File: src/rtl/inference_run_monitor.sv
// Run monitor for MLP-inference programs. It snoops register-file write-back,
// counts cycles and retired instructions, and computes accuracy in basis points.
//
// state     | meaning
// S_IDLE    | after reset, waiting for start_i
// S_RUN     | program running: counting, snooping, watchdog armed
// S_DIV     | exit seen: sequential restoring divide, counters frozen
// S_DONE    | accuracy valid, outputs held until start_i
// S_TIMEOUT | watchdog fired, counters held until start_i
module inference_run_monitor #(
  parameter int DWidth        = 32,
  parameter int RegAddrW      = 5,
  parameter int NumOfTest     = 10000,
  parameter int ExitReg       = 25,
  parameter int ExitMagic     = 99999,
  parameter int ImageReg      = 26,
  parameter int CorrectReg    = 27,
  parameter int TimeoutCycles = 0,
  parameter int CntWidth      = 64
) (
  input  logic                clk_i,
  input  logic                rst_ni,
  input  logic                start_i,
  input  logic                wb_we_i,
  input  logic [RegAddrW-1:0] wb_addr_i,
  input  logic [DWidth-1:0]   wb_data_i,
  input  logic                retire_i,
  output logic                busy_o,
  output logic                done_o,
  output logic                timeout_o,
  output logic                err_o,
  output logic                progress_o,
  output logic [DWidth-1:0]   image_cnt_o,
  output logic [DWidth-1:0]   correct_cnt_o,
  output logic [CntWidth-1:0] cycle_cnt_o,
  output logic [CntWidth-1:0] instret_cnt_o,
  output logic [13:0]         acc_bp_o,
  output logic                acc_valid_o
);

  localparam int DivW    = $clog2(longint'(NumOfTest) * 10000 + 1);
  localparam int NumW    = $clog2(NumOfTest + 1);
  localparam int RemW    = NumW + 1;
  localparam int DivCntW = $clog2(DivW + 1);

  localparam logic [RemW-1:0]     Divisor  = RemW'(NumOfTest);
  localparam bit                  WdogEn   = (TimeoutCycles != 0);
  localparam logic [CntWidth-1:0] WdogLoad = WdogEn ? CntWidth'(TimeoutCycles - 1) : '0;

  typedef enum logic [2:0] {
    S_IDLE,
    S_RUN,
    S_DIV,
    S_DONE,
    S_TIMEOUT
  } state_t;

  state_t               r_state;
  logic [CntWidth-1:0]  r_cycle_cnt;
  logic [CntWidth-1:0]  r_instret_cnt;
  logic [CntWidth-1:0]  r_wdog;
  logic [DWidth-1:0]    r_image_cnt;
  logic [DWidth-1:0]    r_correct_cnt;
  logic                 r_progress;
  logic                 r_done;
  logic                 r_timeout;
  logic                 r_err;
  logic                 r_acc_valid;
  logic [13:0]          r_acc_bp;
  logic [DivW-1:0]      r_num;
  logic [NumW-1:0]      r_rem;
  logic [DivCntW-1:0]   r_div_cnt;

  logic                 w_wr_vld;
  logic                 w_exit;
  logic                 w_img_wr;
  logic                 w_corr_wr;
  logic                 w_wdog_fire;
  logic                 w_corr_over;
  logic [NumW-1:0]      w_corr_sat;
  logic [DivW-1:0]      w_num;
  logic [RemW-1:0]      w_rem_sh;
  logic                 w_rem_ge;
  logic [NumW-1:0]      w_rem_nxt;
  logic [DivW-1:0]      w_quo_nxt;

  assign w_wr_vld    = wb_we_i && (wb_addr_i != '0);
  assign w_exit      = w_wr_vld && (wb_addr_i == RegAddrW'(ExitReg))
                       && (wb_data_i == DWidth'(ExitMagic));
  assign w_img_wr    = w_wr_vld && (wb_addr_i == RegAddrW'(ImageReg));
  assign w_corr_wr   = w_wr_vld && (wb_addr_i == RegAddrW'(CorrectReg));
  assign w_wdog_fire = WdogEn && (r_wdog == '0);

  // Numerator saturates at NumOfTest so accuracy never exceeds 10000 bp.
  assign w_corr_over = (r_correct_cnt > DWidth'(NumOfTest));
  assign w_corr_sat  = w_corr_over ? NumW'(NumOfTest) : r_correct_cnt[NumW-1:0];
  assign w_num       = DivW'(w_corr_sat) * DivW'(10000);

  // r_num shifts the numerator out of its top while quotient bits enter at the bottom.
  assign w_rem_sh  = {r_rem, r_num[DivW-1]};
  assign w_rem_ge  = (w_rem_sh >= Divisor);
  assign w_rem_nxt = NumW'(w_rem_ge ? (w_rem_sh - Divisor) : w_rem_sh);
  assign w_quo_nxt = {r_num[DivW-2:0], w_rem_ge};

  always_ff @(posedge clk_i or negedge rst_ni) begin
    if (!rst_ni) begin
      r_state       <= S_IDLE;
      r_cycle_cnt   <= '0;
      r_instret_cnt <= '0;
      r_wdog        <= '0;
      r_image_cnt   <= '0;
      r_correct_cnt <= '0;
      r_progress    <= 1'b0;
      r_done        <= 1'b0;
      r_timeout     <= 1'b0;
      r_err         <= 1'b0;
      r_acc_valid   <= 1'b0;
      r_acc_bp      <= '0;
      r_num         <= '0;
      r_rem         <= '0;
      r_div_cnt     <= '0;
    end else begin
      case (r_state)
        S_IDLE, S_DONE, S_TIMEOUT: begin
          r_progress <= 1'b0;
          if (start_i) begin
            r_state       <= S_RUN;
            r_cycle_cnt   <= '0;
            r_instret_cnt <= '0;
            r_wdog        <= WdogLoad;
            r_image_cnt   <= '0;
            r_correct_cnt <= '0;
            r_done        <= 1'b0;
            r_timeout     <= 1'b0;
            r_err         <= 1'b0;
            r_acc_valid   <= 1'b0;
            r_acc_bp      <= '0;
            r_num         <= '0;
            r_rem         <= '0;
            r_div_cnt     <= '0;
          end
        end
        S_RUN: begin
          r_cycle_cnt   <= r_cycle_cnt + CntWidth'(1);
          r_instret_cnt <= r_instret_cnt + CntWidth'(retire_i);
          r_progress    <= w_img_wr && (wb_data_i != r_image_cnt);
          if (r_wdog != '0) r_wdog <= r_wdog - CntWidth'(1);
          if (w_img_wr)  r_image_cnt   <= wb_data_i;
          if (w_corr_wr) r_correct_cnt <= wb_data_i;
          if (w_exit) begin
            r_state   <= S_DIV;
            r_err     <= w_corr_over;
            r_num     <= w_num;
            r_rem     <= '0;
            r_div_cnt <= DivCntW'(DivW - 1);
          end else if (w_wdog_fire) begin
            r_state   <= S_TIMEOUT;
            r_timeout <= 1'b1;
          end
        end
        S_DIV: begin
          r_progress <= 1'b0;
          r_num      <= w_quo_nxt;
          r_rem      <= w_rem_nxt;
          if (r_div_cnt == '0) begin
            r_state     <= S_DONE;
            r_done      <= 1'b1;
            r_acc_valid <= 1'b1;
            r_acc_bp    <= w_quo_nxt[13:0];
          end else begin
            r_div_cnt <= r_div_cnt - DivCntW'(1);
          end
        end
        default: r_state <= S_IDLE;
      endcase
    end
  end

  assign busy_o        = (r_state == S_RUN) || (r_state == S_DIV);
  assign done_o        = r_done;
  assign timeout_o     = r_timeout;
  assign err_o         = r_err;
  assign progress_o    = r_progress;
  assign image_cnt_o   = r_image_cnt;
  assign correct_cnt_o = r_correct_cnt;
  assign cycle_cnt_o   = r_cycle_cnt;
  assign instret_cnt_o = r_instret_cnt;
  assign acc_bp_o      = r_acc_bp;
  assign acc_valid_o   = r_acc_valid;

endmodule

File: config.mk
export PLATFORM = sky130hd
export DESIGN_NAME = inference_run_monitor
export DESIGN_NICKNAME = d
export VERILOG_FILES = /design/src/rtl/inference_run_monitor.sv
export SDC_FILE = /design/constraint.sdc
export NUM_CORES = 1
export LEC_CHECK = 0
export ABC_CLOCK_PERIOD_IN_PS = 7200
export BUFFER_PORTS_ARGS = -buffer_cell sky130_fd_sc_hd__buf_2
export CAP_MARGIN = 5
export CORE_ASPECT_RATIO = 2
export CORE_MARGIN = 4
export CORE_UTILIZATION = 57
export CTS_CLUSTER_SIZE = 10
export DETAILED_ROUTE_END_ITERATION = 10
export PLACE_DENSITY = 0.87
export SETUP_SLACK_MARGIN = 0.2
export SYNTH_ARGS = -nofsm -noshare
export SYNTH_HDL_FRONTEND = slang
export SYNTH_SLANG_ARGS = --single-unit
File: constraint.sdc
create_clock -name clk_i -period 7.2 [get_ports clk_i]
set_input_delay 1.08 -clock clk_i [delete_from_list [all_inputs] [get_ports clk_i]]
set_output_delay 1.08 -clock clk_i [all_outputs]
set_load 0.01 [all_outputs]
==> results summary, run 1 <==
A synthesized cell averages 9.472 um2. The first global-routing pass estimated 62960 um of wire. The die footprint came out at 28160 um2.

The max-capacitance violation count is 0. The setup clock skew after layout came out at 0.01642 ns. The final weighted congestion of routability-driven global placement is 0.9628. In this run the deepest clock path goes through 3 buffers. The count of endpoints failing hold in the final timing report was 0.

The peak per-stage delay on the critical path came out at 0.63 ns. The effective utilization at floorplan is 0.5782. The total area of multi-input combinational cells came out at 7470 um2.

Derived from the worst setup path, the maximum achievable clock frequency is 150.5 MHz. The synthesis-to-layout area growth came out at 16.24%. The count of cell types in the netlist came out at 70. The most common flop cell mapped by yosys is sky130_fd_sc_hd__dfrtp_1. The routed via count divided by cell count is a little under 6. The number of buffers and inverters on the critical path is 4.

The overflow left after global routing is 0. The remaining antenna violation count is 0. The cell sitting at the root of the clock tree is a sky130_fd_sc_hd__clkbuf_16. The synthesized net count is 1670. For this run, the number of standard cells in the final layout without fillers is 2103.

The fraction of layout cells with a size suffix above 1 is 0.1829. After floorplanning, the core was divided into 82 placement rows. The clock net sink count is around 260. The iteration count of the initial detailed-routing pass is 5.

The total count of max-transition violations in the final report came to 0. The worst setup path is of the reg2reg kind. The number of port buffers came out at 252.

The family with the most delay on the worst path is adder cells. The number of synthesized register bits is 257. The leakage power summed over all cells came out at 8.487 nW.

The CTS H-tree depth is 1. TritonCTS built the clock tree. Fill cells in the final layout number 2020.

The initial antenna violation count came out at 1. The horizontal die dimension came out at 120.7 um. The arrival time of data at the critical path endpoint came out at 7.10 ns. The smallest clock period supported by the final layout is computed as approximately 6.6 ns. The sequential cell area came out at 6431 um2.

The share of synthesized area occupied by flip-flops and latches came out at 0.4443. The area of the mapped netlist came out at 14470 um2. Walking the worst path, the cells encountered are or4_1, a2111oi_2, o41a_1, and2_1, inv_1, fa_1, inv_1, ha_1, fa_1, ha_1, inv_1, fa_1, inv_1, ha_1, nand3_1, o221ai_1, o32a_1, and2_1, or4b_2, o31a_1, o21ai_0. The detailed-route via count is 12270. The post-synthesis instance total came out at 1528. Clock-pin slew was measured on the worst setup and hold paths at 0.06 ns. Setup violations remaining at the end of the flow were counted as 0. The measured slew at the worst slew-check pin came out at 1.059 ns. The average wire per cell in the routed design is 18.68 um. The count of warnings emitted by yosys came out at 0. The power density of the placed cells is 369.7 nW/um2. The largest voltage drop on the vdd net is 280.3 uV. Yosys mapped a number of flops with a built-in enable equal to 0.

The startpoint type of the worst setup path is a register. The class of the tightest hold or removal check is in2async. The later-pin clock latency in the skew report is ~0.56 ns. For the worst setup path, the data required time is 7.65 ns.

The final layout contains routed wiring with a total length of between 30000 and 40000 um. Setup repair after global routing left no endpoint under its margin. The worst setup path is captured at a register. The flow ran to the end, and the final reports show no timing, DRC or antenna violations. The number of global-route vias before repair came out at 12530. Headroom to the max-slew limit came out at 0.2940.

In the finished design, the share of the clock period the worst path needs comes to 0.9228. The detailed-placement wirelength estimate is about 29000 um. The cell count after placement came out at approximately 2100. The highest fanout seen on the critical path is 6. In this run, the number of DRC markers left after iteration 0 of detailed routing was 841. Among the stages of the critical path, the cell type that occurs most often is sky130_fd_sc_hd__inv_1. In this run, CTS created clock tree buffers numbering 29. Entering global routing, the biggest net connects 190 pins. Adding up every negative setup slack in the final design gives 0 ns. The total track usage is 0.2753. For this design, the slowest cell found on the critical path is sky130_fd_sc_hd__or4b_2.

The total number of nets in the final design came out at ~1900. 254 I/O pins were placed. The detailed-route DRC error count is 0. The placeable core region is roughly 25000 um2. The floorplan step set the die height to 233.4 um. The share of flip-flops with an asynchronous set or reset after synthesis came out at 1.000.
through the flow:
| step | worst slack (ns) | instance area [um2] | power (mW) | utilization | hold WS [ns] |
|---|---|---|---|---|---|
| 2_1_floorplan | 0.7588 | 14470 | 4.072 | - | 0.4502 |
| 3_3_place_gp | 0.6748 | 16050 | 4.758 | 0.6411 | 0.4576 |
| 4_1_cts | 0.3618 | 16800 | 6.202 | 0.6711 | 0.4769 |
| 5_1_grt | 0.1974 | 16820 | 6.739 | 0.6721 | 0.4991 |
| 6_report | 0.5561 | 16820 | 6.220 | 0.6721 | 0.4614 |
| 3_5_place_dp | 0.3657 | 16050 | 4.889 | 0.6411 | 0.4651 |
logic make-up after synthesis:
kind of cell               share of synthesized area
xor gates and xnor gates                     0.09500
muxes                                       0.003717
AOI/OAI and AO/OA                             0.1117
adders and majority gates                     0.1015
DFF                                           0.4443
and+or+nand+nor                               0.2008
buffers and inverters                        0.04270
other                                      0.0002591
worst paths after layout:
| path | depth (start not counted) | slack [ns] | endpoint | from |
|---|---|---|---|---|
| max in group asynchronous | 2 | 5.30 | r_num[3]$_DFFE_PN0P_ | rst_ni |
| max reg2reg | 21 | 0.56 | r_num[23]$_DFFE_PN0P_ | correct_cnt_o[3]$_DFFE_PN0P_ |
| max | 21 | 0.56 | r_num[23]$_DFFE_PN0P_ | correct_cnt_o[3]$_DFFE_PN0P_ |
| min reg2reg | 2 | 0.47 | acc_bp_o[6]$_DFFE_PN0P_ | acc_bp_o[6]$_DFFE_PN0P_ |
| min in group clk_i | 2 | 0.47 | acc_bp_o[6]$_DFFE_PN0P_ | acc_bp_o[6]$_DFFE_PN0P_ |
| min | 1 | 0.46 | image_cnt_o[29]$_DFFE_PN0P_ | rst_ni |
layout by cell type, fill, tap and decap left out, drive strengths merged, types with 4 or more instances in the layout:
cell type / synthesis / routed
clkbuf: 46 / 31
nor2: 156 / 156
nor3: 12 / 12
a21oi: 35 / 35
a221oi: 4 / 4
inv: 101 / 102
nand2: 199 / 199
and3: 28 / 28
and4: 13 / 13
ha: 71 / 71
or3: 22 / 22
xor2: 75 / 75
buf: 11 / 263
a22oi: 12 / 12
dfrtp: 257 / 257
nand2b: 10 / 10
a211oi: 5 / 5
o21ai: 111 / 111
nor2b: 6 / 6
fa: 29 / 29
nand4: 45 / 45
o21a: 5 / 5
a21boi: 6 / 6
a21o: 6 / 6
nand3: 57 / 57
xnor2: 82 / 82
and2: 13 / 13
o31ai: 9 / 9
a22o: 36 / 36
nor4: 20 / 20
cells in the mapped netlist (3+ instances only):
cell type / instances / area share
sky130_fd_sc_hd__and2_1: 12 / 0.0052
sky130_fd_sc_hd__nor2_1: 155 / 0.040
sky130_fd_sc_hd__a22oi_1: 12 / 0.0062
sky130_fd_sc_hd__xor2_1: 75 / 0.045
sky130_fd_sc_hd__ha_1: 71 / 0.061
sky130_fd_sc_hd__a2111oi_0: 3 / 0.0018
sky130_fd_sc_hd__clkbuf_1: 46 / 0.012
sky130_fd_sc_hd__a21boi_0: 6 / 0.0031
sky130_fd_sc_hd__o21a_1: 5 / 0.0026
sky130_fd_sc_hd__nor3_1: 10 / 0.0035
sky130_fd_sc_hd__o211ai_1: 3 / 0.0016
sky130_fd_sc_hd__nor4b_1: 3 / 0.0018
sky130_fd_sc_hd__inv_1: 101 / 0.026
sky130_fd_sc_hd__a21oi_1: 35 / 0.012
sky130_fd_sc_hd__and4_1: 13 / 0.0079
sky130_fd_sc_hd__xnor2_1: 82 / 0.050
sky130_fd_sc_hd__nand3_1: 57 / 0.020
sky130_fd_sc_hd__nand4_1: 42 / 0.018
sky130_fd_sc_hd__nor2b_1: 6 / 0.0026
sky130_fd_sc_hd__nand2_1: 199 / 0.052
sky130_fd_sc_hd__buf_2: 5 / 0.0017
sky130_fd_sc_hd__and3_1: 28 / 0.012
sky130_fd_sc_hd__o31ai_1: 9 / 0.0047
sky130_fd_sc_hd__a22o_1: 36 / 0.022
sky130_fd_sc_hd__buf_1: 3 / 0.00078
sky130_fd_sc_hd__fa_1: 29 / 0.040
sky130_fd_sc_hd__a221oi_1: 4 / 0.0024
sky130_fd_sc_hd__o21ai_0: 111 / 0.038
sky130_fd_sc_hd__a21o_1: 6 / 0.0031
sky130_fd_sc_hd__or3_1: 22 / 0.0095
sky130_fd_sc_hd__dfrtp_1: 257 / 0.44
sky130_fd_sc_hd__nand2b_1: 10 / 0.0043
sky130_fd_sc_hd__nor4_1: 16 / 0.0069
sky130_fd_sc_hd__a211oi_1: 5 / 0.0026
report_power, final:
group,total (mW),leakage (nW),switching (mW),internal [mW]
logic,3.23,4.56,1.97,1.26
clock network,1.27,0.370,0.554,0.717
registers,1.72,3.55,0.134,1.58
repair_timing:
item	4_1_cts	5_1_grt
endpoints found under the setup margin	0	4
endpoints found under the hold margin	0	0
hold buffers	0	0
gates resized for setup	0	6
setup buffers	0	1
per-layer routing:
| layer | GRT usage | vias to the layer above | part of all wire |
|---|---|---|---|
| met5 | 0 | - | 0 |
| met4 | 0.1301 | 0 | 0.050 |
| met3 | 0.04895 | 114 | 0.063 |
| met2 | 0.5060 | 497 | 0.53 |
| met1 | 0.3035 | 5968 | 0.35 |
| li1 | - | 5690 | - |
registers in the layout, summed over array words and instances (netlist names):
name	cells
acc_valid_o	1
r_rem	14
r_state	2
correct_cnt_o	32
err_o	1
image_cnt_o	32
acc_bp_o	14
cycle_cnt_o	64
r_div_cnt	5
instret_cnt_o	64
r_num	27
progress_o	1
cell type report:
type	count	area share
Antenna cell	1	0.0001487
Clock buffer	31	0.04417
Clock inverter	1	0.0005206
Inverter	102	0.02276
Multi-Input combinational cell	1112	0.4440
Sequential cell	257	0.3822
Tap cell	336	0.02499
Timing Repair Buffer	263	0.08121
(Power assumes the default switching activity.)
==> run 2, diff against run 1 <==
Settings changed: ABC_AREA from default to 1, CELL_PAD_IN_SITES_DETAIL_PLACEMENT from default to 1, CELL_PAD_IN_SITES_GLOBAL_PLACEMENT from default to 1, CORE_UTILIZATION 57 to 42.
==> results summary, run 2 <==
The wire length of the first global-routing pass came out at 101800 um (was 62960 um). The detailed-placement wirelength estimate came out at 51010 um (was 29120 um). The most frequent cell after synthesis is sky130_fd_sc_hd__nand2_1 (was sky130_fd_sc_hd__dfrtp_1). The number of flops mapped to enable cells by yosys was 0 (unchanged). The most common cell type on the critical path was sky130_fd_sc_hd__nand2_1 (was sky130_fd_sc_hd__inv_1). The number of cell rows came out at 103 (was 82).

The startpoint type of the worst setup path is a register (unchanged). The post-CTS setup repair buffer count is 0 (unchanged). The average wire per cell in the routed design came out at 21.67 um (was 18.68 um). The clock net sink count is 257 (unchanged).

The library cell occupying the most area in the post-synthesis netlist is sky130_fd_sc_hd__dfrtp_1 (unchanged). The number of port buffers is 252 (unchanged). The worst slack on hold paths came out at 0.4714 ns (was 0.4614 ns). The routed via count divided by cell count was 5.623 (was 5.834). Largest cells by area after synthesis: sky130_fd_sc_hd__dfrtp_1 39%, sky130_fd_sc_hd__nand2_1 11%, sky130_fd_sc_hd__inv_1 7.3% (was sky130_fd_sc_hd__dfrtp_1 44%, sky130_fd_sc_hd__ha_1 6.1%, sky130_fd_sc_hd__nand2_1 5.2%). The initial antenna violation count is 1 (unchanged). The count of warnings emitted by yosys is 0 (unchanged). The most frequent standard cell in the layout excluding fill and tap cells is sky130_fd_sc_hd__nand2_1 (was sky130_fd_sc_hd__dfrtp_1). The busiest metal layer after global routing is met2 (unchanged). The routing usage on met2 is 0.5932 (was 0.5060). Setup repair after global routing missed its margin: no (unchanged).

The most common flop cell mapped by yosys is sky130_fd_sc_hd__dfrtp_1 (unchanged). The total CTS buffers was 30 (was 29). The class of the tightest hold or removal check is reg2reg (was in2async). The total count of max-transition violations in the final report is 0 (unchanged). The library cell contributing the largest single delay on the critical path is sky130_fd_sc_hd__fa_1 (was sky130_fd_sc_hd__or4b_2). The total power consumption of the routed design came out at 5.499 mW (was 6.220 mW). The relative max-transition margin came out at 0.3375 (was 0.2940). The final clock period utilization by the worst path is 0.8420 (was 0.9228). The number of cells on the worst hold path is 2. The path type of the worst setup path is reg2reg (unchanged). The switching share of power came out at 0.4432 (was 0.4275). The number of buffers on the longest clock path came out at 3 (unchanged).

Synth top cells by count: 495 x sky130_fd_sc_hd__nand2_1, 322 x sky130_fd_sc_hd__inv_1, 257 x sky130_fd_sc_hd__dfrtp_1, 256 x sky130_fd_sc_hd__nor2_1, 179 x sky130_fd_sc_hd__o21ai_0 (was 257 x sky130_fd_sc_hd__dfrtp_1, 199 x sky130_fd_sc_hd__nand2_1, 155 x sky130_fd_sc_hd__nor2_1, 111 x sky130_fd_sc_hd__o21ai_0, 101 x sky130_fd_sc_hd__inv_1). The count of cell types in the netlist came out at 50 (was 70). The leakage power summed over all cells came out at 9.592 nW (was 8.487 nW).

The later-pin clock latency in the skew report came out at 0.58 ns (was 0.56 ns). The switching component of the power is 2.437 mW (was 2.659 mW). The detailed-route DRC error count came out at 0 (unchanged). The count of endpoints failing hold in the final timing report came to 0 (unchanged).

The combinational fraction of design power is 0.392 (was 0.520). The setup total negative slack came out at 0 ns (unchanged). The overflow left after global routing is 0 (unchanged). The die footprint came out at 43120 um2 (was 28160 um2). The number of synthesized register bits was 257 (unchanged). The effective utilization at floorplan is 0.4240 (was 0.5782). Most frequent cells in the layout: 495 x sky130_fd_sc_hd__nand2_1, 321 x sky130_fd_sc_hd__inv_1, 257 x sky130_fd_sc_hd__dfrtp_1, 255 x sky130_fd_sc_hd__nor2_1, 251 x sky130_fd_sc_hd__buf_2 (was 257 x sky130_fd_sc_hd__dfrtp_1, 251 x sky130_fd_sc_hd__buf_2, 199 x sky130_fd_sc_hd__nand2_1, 152 x sky130_fd_sc_hd__nor2_1, 111 x sky130_fd_sc_hd__o21ai_0).

The internal power came out at 3.062 mW (was 3.561 mW). The nature of the critical path endpoint was a register (unchanged). The arrival time of data at the critical path endpoint was 6.52 ns (was 7.10 ns). The mean instance size in the synthesized netlist is 7.380 um2 (was 9.472 um2).

The global routing met1 resource utilization was 0.2690 (was 0.3035). The final critical delay including setup and external delays came to 6.063 ns (was 6.644 ns). The iteration count of the initial detailed-routing pass is 5 (unchanged).

The area of the mapped netlist was 16660 um2 (was 14470 um2). The TritonCTS clock tree was yes (unchanged). The required time of the critical path was 7.66 ns (was 7.65 ns).

The number of hold buffers added after CTS is 0 (unchanged). The final non-filler cell area came out at 19270 um2 (was 16820 um2). The power density of the placed cells came out at 285.4 nW/um2 (was 369.7 nW/um2). The top-area cell type share of the netlist area was 0.3859 (was 0.4443).

The number of global-route vias before repair came to 18720 (was 12530). The number of ports placed on the die boundary came to 254 (unchanged). The share of flip-flops with an asynchronous set or reset after synthesis was 1.000 (unchanged). The maximum achievable frequency came out at 164.9 MHz (was 150.5 MHz). The depth of the worst register-to-register path is 27 (was 21). The total number of nets in the final design is 2644 (was 1907). The final setup violation count came out at 0 (unchanged). The measured slew at the worst slew-check pin is 0.9938 ns (was 1.059 ns). The post-synthesis instance total is 2258 (was 1528). The fraction of layout cells with a size suffix above 1 came out at 0.1420 (was 0.1829). The standard cell area after detailed placement was 18430 um2 (was 16050 um2). The root buffer cell is sky130_fd_sc_hd__clkbuf_16 (unchanged).

The CTS H-tree depth came out at 1 (unchanged). The clock input transition at the sequential cells of the worst setup and hold paths is 0.06 ns (about the same). The number of DRC violations after detailed-routing iteration 0 is 618 (was 841). The setup clock skew after layout was 0.01159 ns (was 0.01642 ns). The largest net degree at the start of global routing came out at 121 (was 190). The fill cell instance count of the final layout came out at 5093 (was 2020). The synthesis-to-layout area growth came out at 15.61% (was 16.24%). Status: completed (unchanged). The remaining antenna violation count came to 0 (unchanged). The final cell count without fillers came to 3033 (was 2103). The die height is 289.7 um (was 233.4 um). The highest fanout seen on the critical path came to 13 (was 6). The detailed-route via count came out at 17050 (was 12270). The routing usage on met3 is 0.05633 (was 0.04895). The synthesized net count is 2400 (was 1670). The final weighted congestion of routability-driven global placement came out at 0.9948 (was 0.9628). The cell count after placement came out at 2995 (was 2069). The placeable core region is 39310 um2 (was 25030 um2). The share of synthesized area occupied by flip-flops and latches came to 0.3859 (was 0.4443). The number of gates given a new drive strength after cts came to 0 (unchanged). The max-capacitance violation count is 0 (unchanged).

The routed wire length is 65720 um (was 39280 um). The power share of the clock group came out at 0.257 (was 0.204). The register share of total power was 0.351 (was 0.276).

The total track usage was 0.3022 (was 0.2753). The horizontal die dimension came out at 148.9 um (was 120.7 um). The peak per-stage delay on the critical path is 0.51 ns (was 0.63 ns). The largest voltage drop on the vdd net is 188.9 uV (was 280.3 uV).
==> run 2: metal layers <==
metal | vias up | part of all wire
met5 | - | 0
met1 | 8455 | 0.31
met4 | 0 | 0.084
met2 | 502 | 0.55
met3 | 238 | 0.049
li1 | 7859 | -
==> run 2: power groups by stage <==
stage / logic, mW / clock network, mW / registers (mW)
detailed placement: 2.14 / 0 / 1.95
CTS: 2.16 / 1.44 / 1.92
global route: 2.35 / 1.49 / 1.96
finish: 2.15 / 1.42 / 1.93
floorplan: 1.24 / 0 / 1.98
global placement: 2.08 / 0 / 1.92
==> run 2: area by class of cell <==
| type | count | area, um2 | share of cell area |
|---|---|---|---|
| inverters | 327 | 1227 | 0.06371 |
| flip-flops and latches | 257 | 6431 | 0.3338 |
| clock buffers | 35 | 820.8 | 0.04260 |
| multi-input cells | 1620 | 8741 | 0.4537 |
| well taps | 525 | 656.9 | 0.03410 |
| repair buffers | 266 | 1376 | 0.07144 |
| clock inverters | 2 | 10.01 | 0.0005195 |
| diodes | 1 | 2.502 | 0.0001299 |
==> run 2: path summary, 6_finish.rpt <==
kind,startpoint,slack [ns],end
min in group asynchronous,rst_ni,0.58,acc_bp_o[0]$_DFFE_PN0P_
max reg2reg,correct_cnt_o[14]$_DFFE_PN0P_,1.14,r_num[26]$_DFFE_PN0P_
max,correct_cnt_o[14]$_DFFE_PN0P_,1.14,r_num[26]$_DFFE_PN0P_
min reg2reg,acc_bp_o[9]$_DFFE_PN0P_,0.47,acc_bp_o[9]$_DFFE_PN0P_
min,acc_bp_o[9]$_DFFE_PN0P_,0.47,acc_bp_o[9]$_DFFE_PN0P_
max in group asynchronous,rst_ni,4.95,instret_cnt_o[17]$_DFFE_PN0P_
==> run 2: through the flow <==
stage | setup WS [ns] | util
6_report | 1.137 | 0.4901
5_1_grt | 0.7659 | 0.4901
4_1_cts | 1.141 | 0.4901
3_5_place_dp | 1.202 | 0.4689
3_3_place_gp | 1.410 | 0.4689
2_1_floorplan | 1.978 | -
==> run 2: worst max-delay path, delay by kind of cell, from the launching register on <==
| family | cells | cell delay [ns] |
|---|---|---|
| buffers and inverters | 5 | 0.59 |
| flip-flops | 1 | 0.40 |
| adder cells (fa/ha/maj) | 6 | 2.49 |
| AND/OR/NAND/NOR | 14 | 1.92 |
| AO/OA/AOI/OAI | 2 | 0.53 |
==> run 2: cells by family (layout without fill, tap and decap cells) <==
kind of cell	Yosys count	count (layout)	share of synthesized area
xor+xnor	37	37	0.01945
fa+ha+maj	100	100	0.08814
flops	257	257	0.3859
compound gates	377	377	0.1279
simple gates	1105	1105	0.2885
other cells	1	2	0.0002250
buf+inv	381	630	0.08987
==> run 3, diff against run 2 <==
Settings changed: ABC_CLOCK_PERIOD_IN_PS 7200 to 5340, CORE_UTILIZATION 42 to 38, PLACE_DENSITY 0.87 to 0.83.
Clock period 7.2 ns to 5.34 ns, I/O delays scaled along.
==> results summary, run 3 (synthesis gave the netlist of run 2 again) <==
Status: completed (unchanged). The largest voltage drop on the vdd net is 259.1 uV (was 188.9 uV). The die footprint came to 47470 um2 (was 43120 um2). The end of the worst register-to-register path is r_num[23]$_DFFE_PN0P_ (was r_num[26]$_DFFE_PN0P_).

The nature of the critical path endpoint is a register (unchanged). The routed via count divided by cell count came out at 5.555 (was 5.623). The register-to-register path setup slack came out at 0.23 ns (was 1.14 ns). The root buffer cell is sky130_fd_sc_hd__clkbuf_16 (unchanged).

The total number of nets in the final design is 2708 (was 2644). The arrival time of data at the critical path endpoint is 5.59 ns (was 6.52 ns). The count of inserted antenna diode cells came out at 0 (was 1). The max-capacitance violation count came out at 0 (unchanged). The final non-filler cell area came out at 20320 um2 (was 19270 um2). The setup clock skew after layout came out at 0.03573 ns (was 0.01159 ns). The remaining antenna violation count is 0 (unchanged). The routed wire length was 68250 um (was 65720 um). The most frequent standard cell in the layout excluding fill and tap cells is sky130_fd_sc_hd__nand2_1 (unchanged). The total count of max-transition violations in the final report is 0 (unchanged). The highest fanout seen on the critical path came out at 8 (was 13).

The critical register-to-register path startpoint is correct_cnt_o[23]$_DFFE_PN0P_ (was correct_cnt_o[14]$_DFFE_PN0P_). The setup total negative slack is 0 ns (unchanged). The startpoint type of the worst setup path is a register (unchanged). The clock net sink count was 257 (unchanged). The number of ports placed on the die boundary is 254 (unchanged).

The measured slew at the worst slew-check pin came out at 1.112 ns (was 0.9938 ns). The final critical delay including setup and external delays came out at 5.106 ns (was 6.063 ns). The overflow left after global routing came out at 0 (unchanged). The final clock period utilization by the worst path was 0.9562 (was 0.8420). The leakage power summed over all cells was 9.936 nW (was 9.592 nW). The number of buffers on the longest clock path came out at 3 (unchanged). The fraction of layout cells with a size suffix above 1 came to 0.1998 (was 0.1420). The final cell count without fillers came out at 3122 (was 3033). The number of DRC violations after detailed-routing iteration 0 came to 638 (was 618). The effective utilization at floorplan came to 0.3842 (was 0.4240). The power density of the placed cells is 374.2 nW/um2 (was 285.4 nW/um2).

The detailed-route DRC error count was 0 (unchanged). The initial antenna violation count came out at 0 (was 1). The most common cell type on the critical path is sky130_fd_sc_hd__nand2_1 (unchanged). The standard cell area after detailed placement came to 18890 um2 (was 18430 um2). The peak per-stage delay on the critical path was 0.52 ns (was 0.51 ns). The synthesis-to-layout area growth came out at 21.94% (was 15.61%).

The total CTS buffers came to 30 (unchanged). The largest net degree at the start of global routing came out at 108 (was 121). The path type of the worst setup path is reg2reg (unchanged). The count of endpoints failing hold in the final timing report came to 0 (unchanged). The cell count after placement came out at 3074 (was 2995). Setup repair after global routing missed its margin: yes (was no). The final setup violation count came out at 0 (unchanged). The library cell contributing the largest single delay on the critical path is sky130_fd_sc_hd__fa_1 (unchanged). The average wire per cell in the routed design came to 21.86 um (was 21.67 um). The horizontal die dimension came out at 156.1 um (was 148.9 um). The placeable core region is 43380 um2 (was 39310 um2). The later-pin clock latency in the skew report was 0.60 ns (was 0.58 ns). The class of the tightest hold or removal check is in2async (was reg2reg).

The iteration count of the initial detailed-routing pass is 5 (unchanged). The die height came out at 304.2 um (was 289.7 um). The wire length of the first global-routing pass came to 104200 um (was 101800 um).

The relative max-transition margin is 0.2588 (was 0.3375). The number of port buffers came to 252 (unchanged). The number of global-route vias before repair came to 19160 (was 18720). The depth of the worst register-to-register path came out at 26 (was 27). The maximum achievable frequency came out at 195.8 MHz (was 164.9 MHz). The CTS H-tree depth came out at 1 (unchanged).

The number of cell rows came out at 108 (was 103). The detailed-placement wirelength estimate came out at 52770 um (was 51010 um). The TritonCTS clock tree is yes (unchanged). The clock input transition at the sequential cells of the worst setup and hold paths is 0.06 ns (about the same). The detailed-route via count was 17340 (was 17050). The required time of the critical path is 5.82 ns (was 7.66 ns). Most frequent cells in the layout: 485 x sky130_fd_sc_hd__nand2_1, 307 x sky130_fd_sc_hd__inv_1, 257 x sky130_fd_sc_hd__dfrtp_1, 251 x sky130_fd_sc_hd__buf_2, 226 x sky130_fd_sc_hd__nor2_1 (was 495 x sky130_fd_sc_hd__nand2_1, 321 x sky130_fd_sc_hd__inv_1, 257 x sky130_fd_sc_hd__dfrtp_1, 255 x sky130_fd_sc_hd__nor2_1, 251 x sky130_fd_sc_hd__buf_2). The final weighted congestion of routability-driven global placement came out at 0.9467 (was 0.9948).

The total track usage came out at 0.2785 (was 0.3022).
[run 3: cell count changes in the layout (fill, tap and decap cells not counted), moves of 14 or more]
cell and change:
sky130_fd_sc_hd__buf_4 +60, sky130_fd_sc_hd__ha_1 -21, sky130_fd_sc_hd__ha_4 +18, sky130_fd_sc_hd__inv_1 -14, sky130_fd_sc_hd__nor2_1 -29, sky130_fd_sc_hd__nor2_2 +20, sky130_fd_sc_hd__o21ai_0 -15
[run 3: metrics by stage]
step                utilization  hold slack, ns  power [mW]  setup WS [ns]
floorplan                     -          0.4345       4.347         0.2050
finish                   0.4685          0.2177       7.603         0.2338
CTS                      0.4596          0.2791       7.593         0.1798
global route             0.4685          0.2704       8.030       -0.04958
detailed placement       0.4355          0.4700       5.645        -0.2991
global placement         0.4355          0.4490       5.520        -0.1627
[run 3: routing by layer]
metal	wire, um	share of wire	vias up	GRT usage
met1	22060	0.32	8641	0.2593
met2	38350	0.56	480	0.5485
li1	-	-	7996	-
met3	2905	0.043	226	0.04355
met4	4929	0.072	0	0.1638
met5	0	0	-	0
[run 3: what timing repair did]
| item | CTS | global route |
|---|---|---|
| pin swaps | 9 | 43 |
| gates resized for setup | 54 | 81 |
| setup buffers | 2 | 8 |
| hold buffers | 0 | 0 |
| setup endpoints to repair | 13 | 13 |
[run 3: worst max path at each step]
stage                                       start  slack [ns]                    end  cells past startpoint
floorplan           correct_cnt_o[14]$_DFFE_PN0P_        0.21  r_num[21]$_DFFE_PN0P_                     28
global placement    correct_cnt_o[14]$_DFFE_PN0P_       -0.16  r_num[24]$_DFFE_PN0P_                     25
detailed placement  correct_cnt_o[14]$_DFFE_PN0P_       -0.30  r_num[24]$_DFFE_PN0P_                     25
CTS                 correct_cnt_o[14]$_DFFE_PN0P_        0.18  r_num[26]$_DFFE_PN0P_                     27
global route        correct_cnt_o[12]$_DFFE_PN0P_       -0.05  r_num[22]$_DFFE_PN0P_                     33
finish              correct_cnt_o[23]$_DFFE_PN0P_        0.23  r_num[23]$_DFFE_PN0P_                     26
[run 3: worst max-delay path, delay by kind of cell, from the launching register on]
| family | cells | cell delay [ns] |
|---|---|---|
| AO/OA/AOI/OAI | 3 | 0.47 |
| flip-flops | 1 | 0.37 |
| buffers and inverters | 5 | 0.51 |
| adder cells (fa/ha/maj) | 6 | 2.24 |
| AND/OR/NAND/NOR | 12 | 1.39 |
[run 3: area by class of cell]
type / instances / area, um2
inverters: 327 / 1235
flip-flops and latches: 257 / 6431
multi-input cells: 1620 / 9251
clock inverters: 2 / 21.27
repair buffers: 330 / 1881
fillers: 5507 / 23060
clock buffers: 36 / 813.3
well taps: 550 / 688.2
[run 3: power breakdown]
group | switching [mW] | internal (mW)
clock | 0.850 | 1.05
sequential | 0.300 | 2.28
combinational | 2.21 | 0.912
total | 3.36 | 4.25
